--- config.mk ---
export PLATFORM = sky130hd
export DESIGN_NAME = add_sat_stage
export DESIGN_NICKNAME = d
export VERILOG_FILES = /design/src/rtl/add_sat_stage.sv
export SDC_FILE = /design/constraint.sdc
export NUM_CORES = 1
export LEC_CHECK = 0
export CAP_MARGIN = 20
export CORE_ASPECT_RATIO = 0.8
export CORE_MARGIN = 2
export CORE_UTILIZATION = 30
export CTS_CLUSTER_DIAMETER = 40
export DETAILED_ROUTE_END_ITERATION = 12
export PLACE_DENSITY = 0.62
export RECOVER_POWER = 100
export SYNTH_ARGS = -nofsm -noshare
export SYNTH_HDL_FRONTEND = slang
export SYNTH_SLANG_ARGS = --single-unit
--- constraint.sdc ---
create_clock -name clk -period 6.6 [get_ports clk]
set_input_delay 0.99 -clock clk [delete_from_list [all_inputs] [get_ports clk]]
set_output_delay 0.99 -clock clk [all_outputs]
set_load 0.005 [all_outputs]
--- src/rtl/add_sat_stage.sv ---
// add_sat_stage: clamps the adder's signed-overflowed sums to the signed min/max
// and buffers {data, sat} results in a 2-entry in-order skid FIFO.
// Latency: a result accepted at edge N is presented on out_data in cycle N+1.
// Backpressure: in_ready depends only on registered occupancy (never on out_ready).
// Ports:
//   clk, reset           single clock; asynchronous active-high reset
//   in_valid/in_ready    upstream handshake carrying in_sum, in_ovf, in_sign
//   out_valid/out_ready  downstream handshake carrying out_data, out_sat
//   clear_count          synchronous clear of the overflow event counter
//   ovf_count            saturating count of accepted overflowed results
module add_sat_stage #(
  parameter int unsigned Bits    = 64,
  parameter int unsigned CntBits = 16
) (
  input  logic               clk,
  input  logic               reset,
  input  logic               in_valid,
  output logic               in_ready,
  input  logic [Bits-1:0]    in_sum,
  input  logic               in_ovf,
  input  logic               in_sign,
  output logic               out_valid,
  input  logic               out_ready,
  output logic [Bits-1:0]    out_data,
  output logic               out_sat,
  input  logic               clear_count,
  output logic [CntBits-1:0] ovf_count
);

  // Clamp targets: largest positive and most negative two's-complement values.
  localparam logic [Bits-1:0]    MaxPos = {1'b0, {(Bits-1){1'b1}}};
  localparam logic [Bits-1:0]    MinNeg = {1'b1, {(Bits-1){1'b0}}};
  localparam logic [CntBits-1:0] CntOne = CntBits'(1);
  localparam logic [CntBits-1:0] CntMax = {CntBits{1'b1}};

  // FIFO storage and bookkeeping.
  logic [Bits-1:0]    data_q [2];
  logic [Bits-1:0]    data_d [2];
  logic [1:0]         sat_q;
  logic [1:0]         sat_d;
  logic               wr_ptr_q, wr_ptr_d;
  logic               rd_ptr_q, rd_ptr_d;
  logic [1:0]         occ_q, occ_d;
  logic [CntBits-1:0] cnt_q, cnt_d;

  logic               accept;
  logic               emit;
  logic [Bits-1:0]    sat_data;

  // Handshake status comes straight from occupancy so there is no
  // combinational path between out_ready and in_ready.
  assign in_ready  = (occ_q != 2'd2);
  assign out_valid = (occ_q != 2'd0);
  assign accept    = in_valid && in_ready;
  assign emit      = out_valid && out_ready;

  // When the adder overflowed, both operands shared a sign, so the true result
  // lies beyond the range on that side; in_sign is ignored otherwise.
  always_comb begin
    sat_data = in_sum;
    if (in_ovf) begin
      sat_data = in_sign ? MinNeg : MaxPos;
    end
  end

  // FIFO next state.
  always_comb begin
    data_d   = data_q;
    sat_d    = sat_q;
    wr_ptr_d = wr_ptr_q;
    rd_ptr_d = rd_ptr_q;
    occ_d    = occ_q;

    if (accept) begin
      data_d[wr_ptr_q] = sat_data;
      sat_d[wr_ptr_q]  = in_ovf;
      wr_ptr_d         = ~wr_ptr_q;
    end

    if (emit) begin
      rd_ptr_d = ~rd_ptr_q;
    end

    // Simultaneous accept and emit leave occupancy unchanged; accept cannot
    // happen when full because in_ready is low.
    unique case ({accept, emit})
      2'b10:   occ_d = occ_q + 2'd1;
      2'b01:   occ_d = occ_q - 2'd1;
      default: occ_d = occ_q;
    endcase
  end

  // Overflow counter: a clear wins over the increment, but an overflowed
  // accept in the same cycle as the clear still counts as the first event.
  always_comb begin
    cnt_d = cnt_q;
    if (clear_count) begin
      cnt_d = (accept && in_ovf) ? CntOne : '0;
    end else if (accept && in_ovf && (cnt_q != CntMax)) begin
      cnt_d = cnt_q + CntOne;
    end
  end

  always_ff @(posedge clk or posedge reset) begin
    if (reset) begin
      data_q[0] <= '0;
      data_q[1] <= '0;
      sat_q     <= '0;
      wr_ptr_q  <= 1'b0;
      rd_ptr_q  <= 1'b0;
      occ_q     <= 2'd0;
      cnt_q     <= '0;
    end else begin
      data_q[0] <= data_d[0];
      data_q[1] <= data_d[1];
      sat_q     <= sat_d;
      wr_ptr_q  <= wr_ptr_d;
      rd_ptr_q  <= rd_ptr_d;
      occ_q     <= occ_d;
      cnt_q     <= cnt_d;
    end
  end

  // Head entry is held in registers, so it stays stable while stalled.
  assign out_data  = data_q[rd_ptr_q];
  assign out_sat   = sat_q[rd_ptr_q];
  assign ovf_count = cnt_q;

  // Occupancy is a 0..2 count; the encoding 3 must never be reached.
  occ_range_a: assert property (@(posedge clk) disable iff (reset) occ_q != 2'd3);

endmodule

Word-level counts from Yosys, hierarchy flattened
Index checks and enable logic that the tools add are counted.

Logic and storage cells: 50. Register bits after elaboration: 150. Output and inout bits: 83.

Reduce and logical (&&, ||, !) cells: 9. Bitwise logic cells: 4. $lt $le $gt $ge: 6. Multiplexer cells: 17. Add/sub/neg operators: 3. Equality and inequality tests: 4.

Operators with widths (number): 2-to-1 mux 64 bit (6); bitwise mux 128 bit (1); demux 64 bit (select 1 bit) (1); 2-to-1 mux 16 bit (2); adder 16 x 1 -> 16 bit (second input constant) (1); inequality test 16 bit (second input constant) (1); logical AND 1 bit (6); nonzero test 2 bit (3); greater-or-equal comparator 2 bit (second input constant) (2); less-than comparator 1 x 2 -> 1 bit (second input constant) (2); 2-to-1 mux 1 bit (4); inverter 1 -> 2 bit (2); case mux 2 bit (2 select lines) (1); adder 2 x 1 -> 2 bit (second input constant) (1); bitwise mux 2 bit (1); equality test 2 x 1 -> 1 bit (second input constant) (1); equality test 2 bit (second input constant) (1); less-than comparator 2 x 1 -> 1 bit (second input constant) (1); inequality test 2 bit (second input constant) (1); inverter 1 bit (2); subtractor 2 x 1 -> 2 bit (second input constant) (1); demux 1 bit (select 1 bit) (1); greater-or-equal comparator 1 bit (second input constant) (1).

Logic depth before layout (Yosys ltp)
Gate-level depths: netlist (run 1).

Word-level depth: 6. Depth in mapped cells: 6.

Worst setup path before layout (run 1)
OpenSTA, ideal clock, no wires.

Path type: register to output. Start: register rd_ptr_q. End: output out_data[10]. Data arrival time: 1272 ps. Required time: 5610 ps. Stages on the path, launching flop included: 6. Slack: 4338 ps. Path through: dfrtp_1 clkbuf_1 clkbuf_1 clkbuf_1 nand2_1 o21ai_0.

Longest elaborated chain between the ends: 4.

RTL lines: start: declaration (line 42) `logic rd_ptr_q, rd_ptr_d;`; start signal: assignment (line 118) `rd_ptr_q <= rd_ptr_d;`; inverter 1 -> 2 bit (not written as such) (line 125) `assign out_data = data_q[rd_ptr_q];`; 2-to-1 mux 64 bit (not written as such) (3 in a row) (line 125); end: declaration (line 24) `output logic [Bits-1:0] out_data,`.

No other way between the ends. The select of a mux whose other input is x is not followed.

Worst setup path in the final report (run 1)
Start: register rd_ptr_q. End: output out_data[2].

Same word-level chain as after synthesis.

==> results_dict.tcl, run 1 <==
set metrics [dict create \
    outcome "finished with violations" \
    violations "max-capacitance violations, max-slew violations" \
    cts.sinks 150 \
    grt_overflow 0 \
    drc 0 \
    use_met2_pct 23.0 \
    layout_setup_ws_ns 2.26 \
    tightest_slew_ns 3.79 \
    vias 5593 \
    hold_viol 0 \
    startpoint "rd_ptr_q" \
    met1_usage_pct 20.6 \
    finClkSkew_ns 0.00575 \
    synth_seq_area_share_pct 53.5 \
    startpoint_type "register" \
    synthArstFlopShare_pct 100 \
    post_route_cells_drive_above_1_share_pct 7.74 \
    ir_drop_mv 0.170 \
    initial_utilization_pct 30.2 \
    hp-class "reg -> reg" \
    grt_pass1_vias 5563 \
    p_per_area_nw_per_um2 436 \
    drv_cap 5 \
    crit_buf_inv 2 \
    cts-buffers-inserted 17 \
    slew_headroom_pct -154 \
    fp.dieW_um 175 \
    syn_nets 812 \
    area_delta_synth_final_pct 33.4 \
    final_cell_mix "150 x dfrtp_1, 124 x nand2_1, 120 x o21ai_0" \
    dp_slack_ns 2.97 \
    crit_slowest_cell "dfrtp_1" \
    fin_nets 939 \
    crit_chain "buf_16 -> mux2_2 -> dlygate4sd3_1" \
    rsz0062_at_grt "no" \
    dieArea_um2 24600 \
    cp_data_required_time_ns 5.61 \
    cts_tree "built" \
    cpPeakStageDelay_ns 1.61 \
    crit_fanout 65 \
    ant_nets 0 \
    via_per_inst 4.70 \
    fin_setup_tns_ns 0 \
    critPathArrivalTime_ns 3.35 \
    grt_max_degree 83 \
    antenna_found_initial 0 \
    syn_inst 739 \
    timing.rr.start "occ_q[0]" \
    whs_ns 0.480 \
    postSynthAreaPerCell_um2 9.50 \
    cpLargestDelayFamily "flip-flops" \
    finalSetupViolCount 0 \
    synth_flop_cell "dfrtp_1" \
    slew_violations 260 \
    globalRouteTotalUtil_pct 14.8 \
    cts_root_buf "clkbuf_16" \
    critPathKind "reg -> out" \
    die_h_um 141 \
    clock_path_buffers 2 \
    cp-end-kind "output port" \
    min-delay-start "data_q[22]" \
    place_congestion 0.775 \
    cts_htree_levels 4 \
    cts.repair.resized 0 \
    top_usage_layer "met2" \
    ys_seq_elements 150 \
    globalRouteMet3Util_pct 3.07 \
    core_area_um2 23200 \
    final_util_pct 40.3 \
    post_synth_num_cell_types 38 \
    routedWlPerCell_um 14.9 \
    drtPass1Iterations 5 \
    num_antenna_cells 0 \
    row_count 50 \
    synth_edf_count 0 \
    path_clk_slew_ns 0.06 \
    yosys_warnings 0 \
    p_leak_nw 4.17 \
    grt_first_pass_wirelength_um 29100 \
    syn_area_um2 7020 \
    dp_hpwl_um 11200 \
    clock_latency_ns 0.42 \
    fmax_mhz 231 \
    final_common_cell "dfrtp_1" \
    first_iter_violations 273 \
    period_minus_slack_ns 4.34 \
    port_buffers 153 \
    io_pins 154 \
    timing.final.crit_share_pct 65.7 \
    cts_setup_buffers 0 \
    routed_wl_um 17700 \
    cts_hold_buf 0 \
]
per-layer routing:
layer / vias up / wire length, µm
met5: - / 0
met4: 0 / 323
met3: 22 / 730
met2: 122 / 8120
met1: 2707 / 8530
li1: 2742 / -
final timing paths:
path | endpoint | slack, ns | cells after the start
setup / recovery | out_data[2] | 2.26 | 3
hold / removal | data_q[22] | 0.48 | 2
setup reg to reg | data_q[67] | 2.97 | 5
hold reg to reg | data_q[22] | 0.48 | 2
max in group asynchronous | data_q[32] | 2.68 | 3
min in group asynchronous | ovf_count[8] | 2.15 | 2
Yosys cell counts, types with 2 or more instances:
cell type	n	share of area [%]
ha_1	2	0.36
and3_1	3	0.27
a21oi_1	64	4.6
xnor2_1	3	0.37
o41ai_1	2	0.25
nand4_1	3	0.27
mux2_2	25	4.0
or4_1	5	0.53
o21ai_0	120	8.6
nor2_1	13	0.70
xor2_1	2	0.25
o311ai_0	2	0.25
nand3_1	11	0.78
buf_1	3	0.16
nand2_1	124	6.6
a21o_1	5	0.53
nor2b_1	7	0.62
o31ai_1	4	0.43
inv_1	63	3.4
clkbuf_1	39	2.1
dfrtp_1	150	53
buf_2	9	0.64
nor4_1	6	0.53
mux2i_1	60	8.6
worst min-delay path, cell delays in order (launching register included):
cell     delay, ns
dfrtp_1       0.34
nand2_1       0.05
o21ai_0       0.06
metrics by stage:
step           power [mW]  cells  cell area [µm²]
2_1_floorplan        2.39    739             7020
3_3_place_gp         3.24   1158             8810
3_5_place_dp         3.29   1159             8840
4_1_cts              4.25   1191             9400
5_1_grt              4.40   1191             9360
6_report             4.08   1191             9360
layout make-up:
class                      count  area (µm²)
inverter                      63         238
clock inverter                14         126
multi-input combinational    473        2810
sequential                   150        3750
tap                          312         390
clock buffer                  18         439
timing repair buffer         161        1610
fill                        2257       13800
state kept, by name, summed over array words and instances, names as in the netlist:
name,count
data_q,128
occ_q,2
ovf_count,16
rd_ptr_q,1
sat_q,2
wr_ptr_q,1
power breakdown:
| part | internal (mW) | switching [mW] | total, mW |
|---|---|---|---|
| registers | 1.32 | 0.208 | 1.53 |
| clock network | 0.532 | 0.403 | 0.934 |
| logic | 0.831 | 0.782 | 1.61 |
kinds of logic (layout without fill, tap and decap cells):
family | Yosys count | count (layout) | share of synthesized area [%]
adders and majority gates | 2 | 2 | 0.356
AOI/OAI and AO/OA | 198 | 198 | 14.7
xor gates and xnor gates | 5 | 5 | 0.624
DFF | 150 | 150 | 53.5
muxes | 85 | 85 | 12.6
and+or+nand+nor | 183 | 183 | 11.8
buffers and inverters | 116 | 256 | 6.49
(Power assumes the default switching activity.)
==> run 2: changes to the inputs <==
==> constraint.sdc (replaced) <==
create_clock -name clk -period 4.2 [get_ports clk]
set_input_delay 0.63 -clock clk [delete_from_list [all_inputs] [get_ports clk]]
set_output_delay 0.63 -clock clk [all_outputs]
set_load 0.005 [all_outputs]
==> results_dict.tcl, run 2 (synthesis gave the netlist of run 1 again) <==
set metrics [dict create \
    cpPeakStageDelay_ns 0.72 \
    timing.final.crit_share_pct 74.5 \
    cp-end-kind "output port" \
    core_area_um2 23200 \
    ir_drop_mv 0.254 \
    area_delta_synth_final_pct 34.3 \
    final_cell_mix "149 x dfrtp_1, 124 x nand2_1, 120 x o21ai_0" \
    port_buffers 153 \
    cp_data_required_time_ns 3.57 \
    globalRouteTotalUtil_pct 14.9 \
    hp-class "reg -> reg" \
    fin_nets 942 \
    period_minus_slack_ns 3.13 \
    ant_nets 0 \
    cts.repair.resized 0 \
    place_congestion 0.764 \
    startpoint "rd_ptr_q" \
    rsz0062_at_grt "no" \
    crit_slowest_cell "dfrtp_4" \
    crit_fanout 79 \
    p_per_area_nw_per_um2 680 \
    dieArea_um2 24600 \
    drv_cap 2 \
    crit_chain "buf_12 -> mux2_2 -> dlygate4sd3_1" \
    post_route_cells_drive_above_1_share_pct 8.73 \
    tightest_slew_ns 2.15 \
    routed_wl_um 18000 \
    hold_viol 0 \
    clock_path_buffers 2 \
    row_count 50 \
    finalSetupViolCount 0 \
    largest_register_ffs 128 \
    crit_buf_inv 2 \
    antenna_found_initial 0 \
    cts-buffers-inserted 17 \
    cts.sinks 150 \
    fillers 2296 \
    placedCellCount 1162 \
    violations "max-capacitance violations, max-slew violations" \
    drc 0 \
    clock_latency_ns 0.42 \
    io_pins 154 \
    grt_pass1_vias 5493 \
    critPathArrivalTime_ns 2.50 \
    outcome "finished with violations" \
    p_leak_nw 4.20 \
    critPathKind "reg -> out" \
    dp_hpwl_um 11400 \
    final_util_pct 40.6 \
    cts_root_buf "clkbuf_16" \
    die_h_um 141 \
    vias 5554 \
    drtPass1Iterations 4 \
    slew_violations 216 \
    path_clk_slew_ns 0.06 \
    cts_setup_buffers 0 \
    grt_overflow 0 \
    slew_headroom_pct -43.6 \
    routedWlPerCell_um 15.0 \
    via_per_inst 4.65 \
    final_common_cell "dfrtp_1" \
    regMostFlops "data_q" \
    grt_first_pass_wirelength_um 29200 \
    initial_utilization_pct 30.2 \
    cts_hold_buf 0 \
    min-delay-start "data_q[40]" \
    cpLargestDelayFamily "buffers and inverters" \
    final-instance-count-excl-fill 1194 \
    fin_setup_tns_ns 0 \
    fmax_mhz 320 \
    first_iter_violations 277 \
    grt_max_degree 151 \
    cts_htree_levels 4 \
    startpoint_type "register" \
    timing.rr.start "occ_q[0]" \
    fp.dieW_um 175 \
    cts_tree "built" \
    finClkSkew_ns 0.0106 \
    num_antenna_cells 0 \
    total_power_mw 6.41 \
]
run 2: cell count changes in the layout (fill, tap and decap cells not counted), moves of 2 or more:
cell | previous run | this run
buf_12 | 0 | 2
clkbuf_8 | 1 | 3
clkinv_2 | 4 | 6
clkinv_4 | 4 | 1
nor2_1 | 13 | 11
nor2_4 | 0 | 2
run 2: worst reg2reg max path: stages (launching register included):
cell	delay [ns]
dfrtp_1	0.40
nand2b_1	0.28
nand2_1	0.19
nor2_4	0.66
buf_4	0.43
mux2i_1	0.25
run 2: final cells by class:
cell class / instances / area (µm²) / area share (%)
multi-input cells: 473 / 2840 / 30.1
repair buffers: 164 / 1640 / 17.4
clock inverters: 12 / 101 / 1.07
flip-flops and latches: 150 / 3760 / 39.9
inverters: 63 / 240 / 2.55
well taps: 312 / 390 / 4.14
clock buffers: 20 / 467 / 4.95
run 2: path summary, 6_finish.rpt:
| path | slack (ns) | cells past startpoint | end |
|---|---|---|---|
| worst max-delay path | 1.07 | 3 | out_data[2] |
| worst min-delay path | 0.48 | 2 | data_q[40] |
| worst max register to register | 1.89 | 5 | data_q[110] |
| worst min register to register | 0.48 | 2 | data_q[40] |
| max in group asynchronous | 1.19 | 3 | rd_ptr_q |
| min in group asynchronous | 1.39 | 3 | ovf_count[8] |
run 2: metal layers:
layer / GRT usage, % / share of wire [%]
met5: 0 / 0
met4: 4.56 / 1.2
met3: 3.32 / 3.9
met2: 23.1 / 46
met1: 20.7 / 49
run 2: stage by stage:
stage	area [µm²]	worst slack, ns	hold slack [ns]
after floorplan	7020	1.68	0.444
after global placement	8880	1.42	0.460
after detailed placement	8880	1.31	0.470
after CTS	9450	1.14	0.484
after global routing	9430	0.671	0.498
final	9430	1.07	0.477
run 2: report_power, final:
group	internal (mW)	leakage [nW]	total (mW)	switching [mW]
Combinational	1.29	2.06	2.55	1.27
Clock	0.861	0.282	1.47	0.607
Sequential	2.08	1.86	2.39	0.312
Total	4.23	4.20	6.41	2.18
==> run 3: changes to the inputs <==
--- a/config.mk
+++ b/config.mk
@@ -11,7 +11,7 @@
 export CORE_UTILIZATION = 30
 export CTS_CLUSTER_DIAMETER = 40
 export DETAILED_ROUTE_END_ITERATION = 12
-export PLACE_DENSITY = 0.62
+export PLACE_DENSITY = 0.64
 export RECOVER_POWER = 100
 export SYNTH_ARGS = -nofsm -noshare
 export SYNTH_HDL_FRONTEND = slang
==> constraint.sdc (replaced) <==
create_clock -name clk -period 2.6 [get_ports clk]
set_input_delay 0.39 -clock clk [delete_from_list [all_inputs] [get_ports clk]]
set_output_delay 0.39 -clock clk [all_outputs]
set_load 0.005 [all_outputs]
==> results_dict.tcl, run 3 (synthesis gave the netlist of run 1 again) <==
set metrics [dict create \
    outcome "finished, final reports clean" \
    p_leak_nw 4.22 \
    pwr-share-clk_pct 23.9 \
    cts_root_buf "clkbuf_16" \
    row_count 50 \
    largest_register_ffs 128 \
    initial_utilization_pct 30.2 \
    clock_path_buffers 2 \
    via_per_inst 4.63 \
    first_iter_violations 313 \
    grt_overflow 0 \
    p_switching_mw 3.50 \
    rsz0062_at_grt "no" \
    fin_setup_tns_ns 0 \
    cts_htree_levels 4 \
    placed_area_um2 9010 \
    fin_area_um2 9510 \
    drtPass1Iterations 4 \
    ant_nets 0 \
    p_sw_share_pct 33.2 \
    p_int_mw 7.04 \
    cts.sinks 150 \
    pwr-share-comb_pct 40.5 \
    cp-end-kind "output port" \
    ir_drop_mv 0.446 \
    drv_cap 0 \
    cts_setup_buffers 0 \
    whs_ns 0.477 \
    core_area_um2 23200 \
    critPathArrivalTime_ns 2.11 \
    fp.dieW_um 175 \
    place_congestion 0.765 \
    p_seq_share_pct 35.7 \
    multi_input_comb_area_um2 2810 \
    p_per_area_nw_per_um2 1110 \
    globalRouteTotalUtil_pct 14.9 \
    startpoint_type "register" \
    drc 0 \
    regMostFlops "data_q" \
    port_buffers 153 \
    r2r_setup_slack_ns 0.26 \
    cts-buffers-inserted 17 \
    cts.repair.resized 0 \
    dp_hpwl_um 11500 \
    grt_first_pass_wirelength_um 29300 \
    timing.final.crit_share_pct 96.3 \
    fin_nets 948 \
    path_clk_slew_ns 0.06 \
    tightest_slew_ns 1.24 \
    final_cell_mix "149 x dfrtp_1, 124 x nand2_1, 120 x o21ai_0" \
    period_minus_slack_ns 2.50 \
    seq_area_um2 3760 \
    dieArea_um2 24600 \
    clock_latency_ns 0.41 \
    hp-class "reg -> reg" \
    routed_wl_um 17800 \
    final_common_cell "dfrtp_1" \
    antenna_found_initial 1 \
    cp_data_required_time_ns 2.21 \
    area_delta_synth_final_pct 35.5 \
    post_route_cells_drive_above_1_share_pct 8.22 \
    finalSetupViolCount 0 \
    crit_fanout 83 \
    io_pins 154 \
    slew_headroom_pct 17.3 \
    routedWlPerCell_um 14.8 \
    fmax_mhz 400 \
    cts_tree "built" \
    die_h_um 141 \
    fillers 2246 \
    slew_violations 0 \
    critPathKind "reg -> out" \
    grt_pass1_vias 5528 \
    finClkSkew_ns 0.00632 \
    cts_hold_buf 0 \
    final_util_pct 41.0 \
    hold_viol 0 \
    grt_max_degree 84 \
    vias 5555 \
    num_antenna_cells 0 \
]
==> run 3: cell count changes in the layout (fill, tap and decap cells not counted), moves of 2 or more <==
cell             previous run  this run
dlygate4sd3_1              83        77
clkbuf_4                    1         3
clkbuf_1                    0         5
clkbuf_8                    3         1
clkinvlp_4                  3         1
bufinv_16                   1         3
buf_12                      2         6
clkdlybuf4s50_1            70        76
mux2_1                      0         3
mux2_2                     25        22
clkinv_2                    6         3
buf_4                       7         5
==> run 3: cell type report <==
type	instances	share of cell area [%]
Sequential cell	150	39.5
Multi-Input combinational cell	473	29.5
Inverter	63	2.50
Timing Repair Buffer	170	18.1
Clock inverter	11	1.55
Clock buffer	21	4.73
Tap cell	312	4.10
==> run 3: through the flow <==
stage               power (mW)  std cells  setup slack (ns)
floorplan                 6.07        739             0.321
CTS                       11.0       1200             0.140
detailed placement        8.46       1168             0.463
global route              11.4       1200            0.0384
global placement          8.37       1168             0.464
finish                    10.5       1200            0.0974
==> run 3: routing by layer <==
metal  routed length (µm)  global-route usage, %  vias to the layer above
met5                    0                      0                        -
met1                 8770                   21.3                     2669
li1                     -                      -                     2759
met2                 7990                   22.6                      114
met4                  188                   4.21                        0
met3                  819                   3.48                       13
==> run 3: power groups by stage <==
stage	clock (mW)	sequential [mW]	combinational [mW]
2_1_floorplan	0	3.69	2.38
3_3_place_gp	0	3.78	4.60
3_5_place_dp	0	3.80	4.65
4_1_cts	2.60	3.77	4.68
5_1_grt	2.70	3.88	4.80
6_report	2.51	3.76	4.27
==> run 3: critical path: stages, from the launching register on <==
cell and delay (ns):
dfrtp_4 0.48, buf_12 0.19, o21ai_0 0.33, dlygate4sd3_1 0.62
==> run 3: path summary, 6_finish.rpt <==
kind | startpoint | end | depth (start not counted)
worst max-delay path | rd_ptr_q | out_data[44] | 3
worst min-delay path | data_q[44] | data_q[44] | 2
worst max register to register | occ_q[0] | data_q[3] | 4
worst min register to register | data_q[44] | data_q[44] | 2
max in group asynchronous | reset | rd_ptr_q | 3
min in group asynchronous | reset | data_q[112] | 2
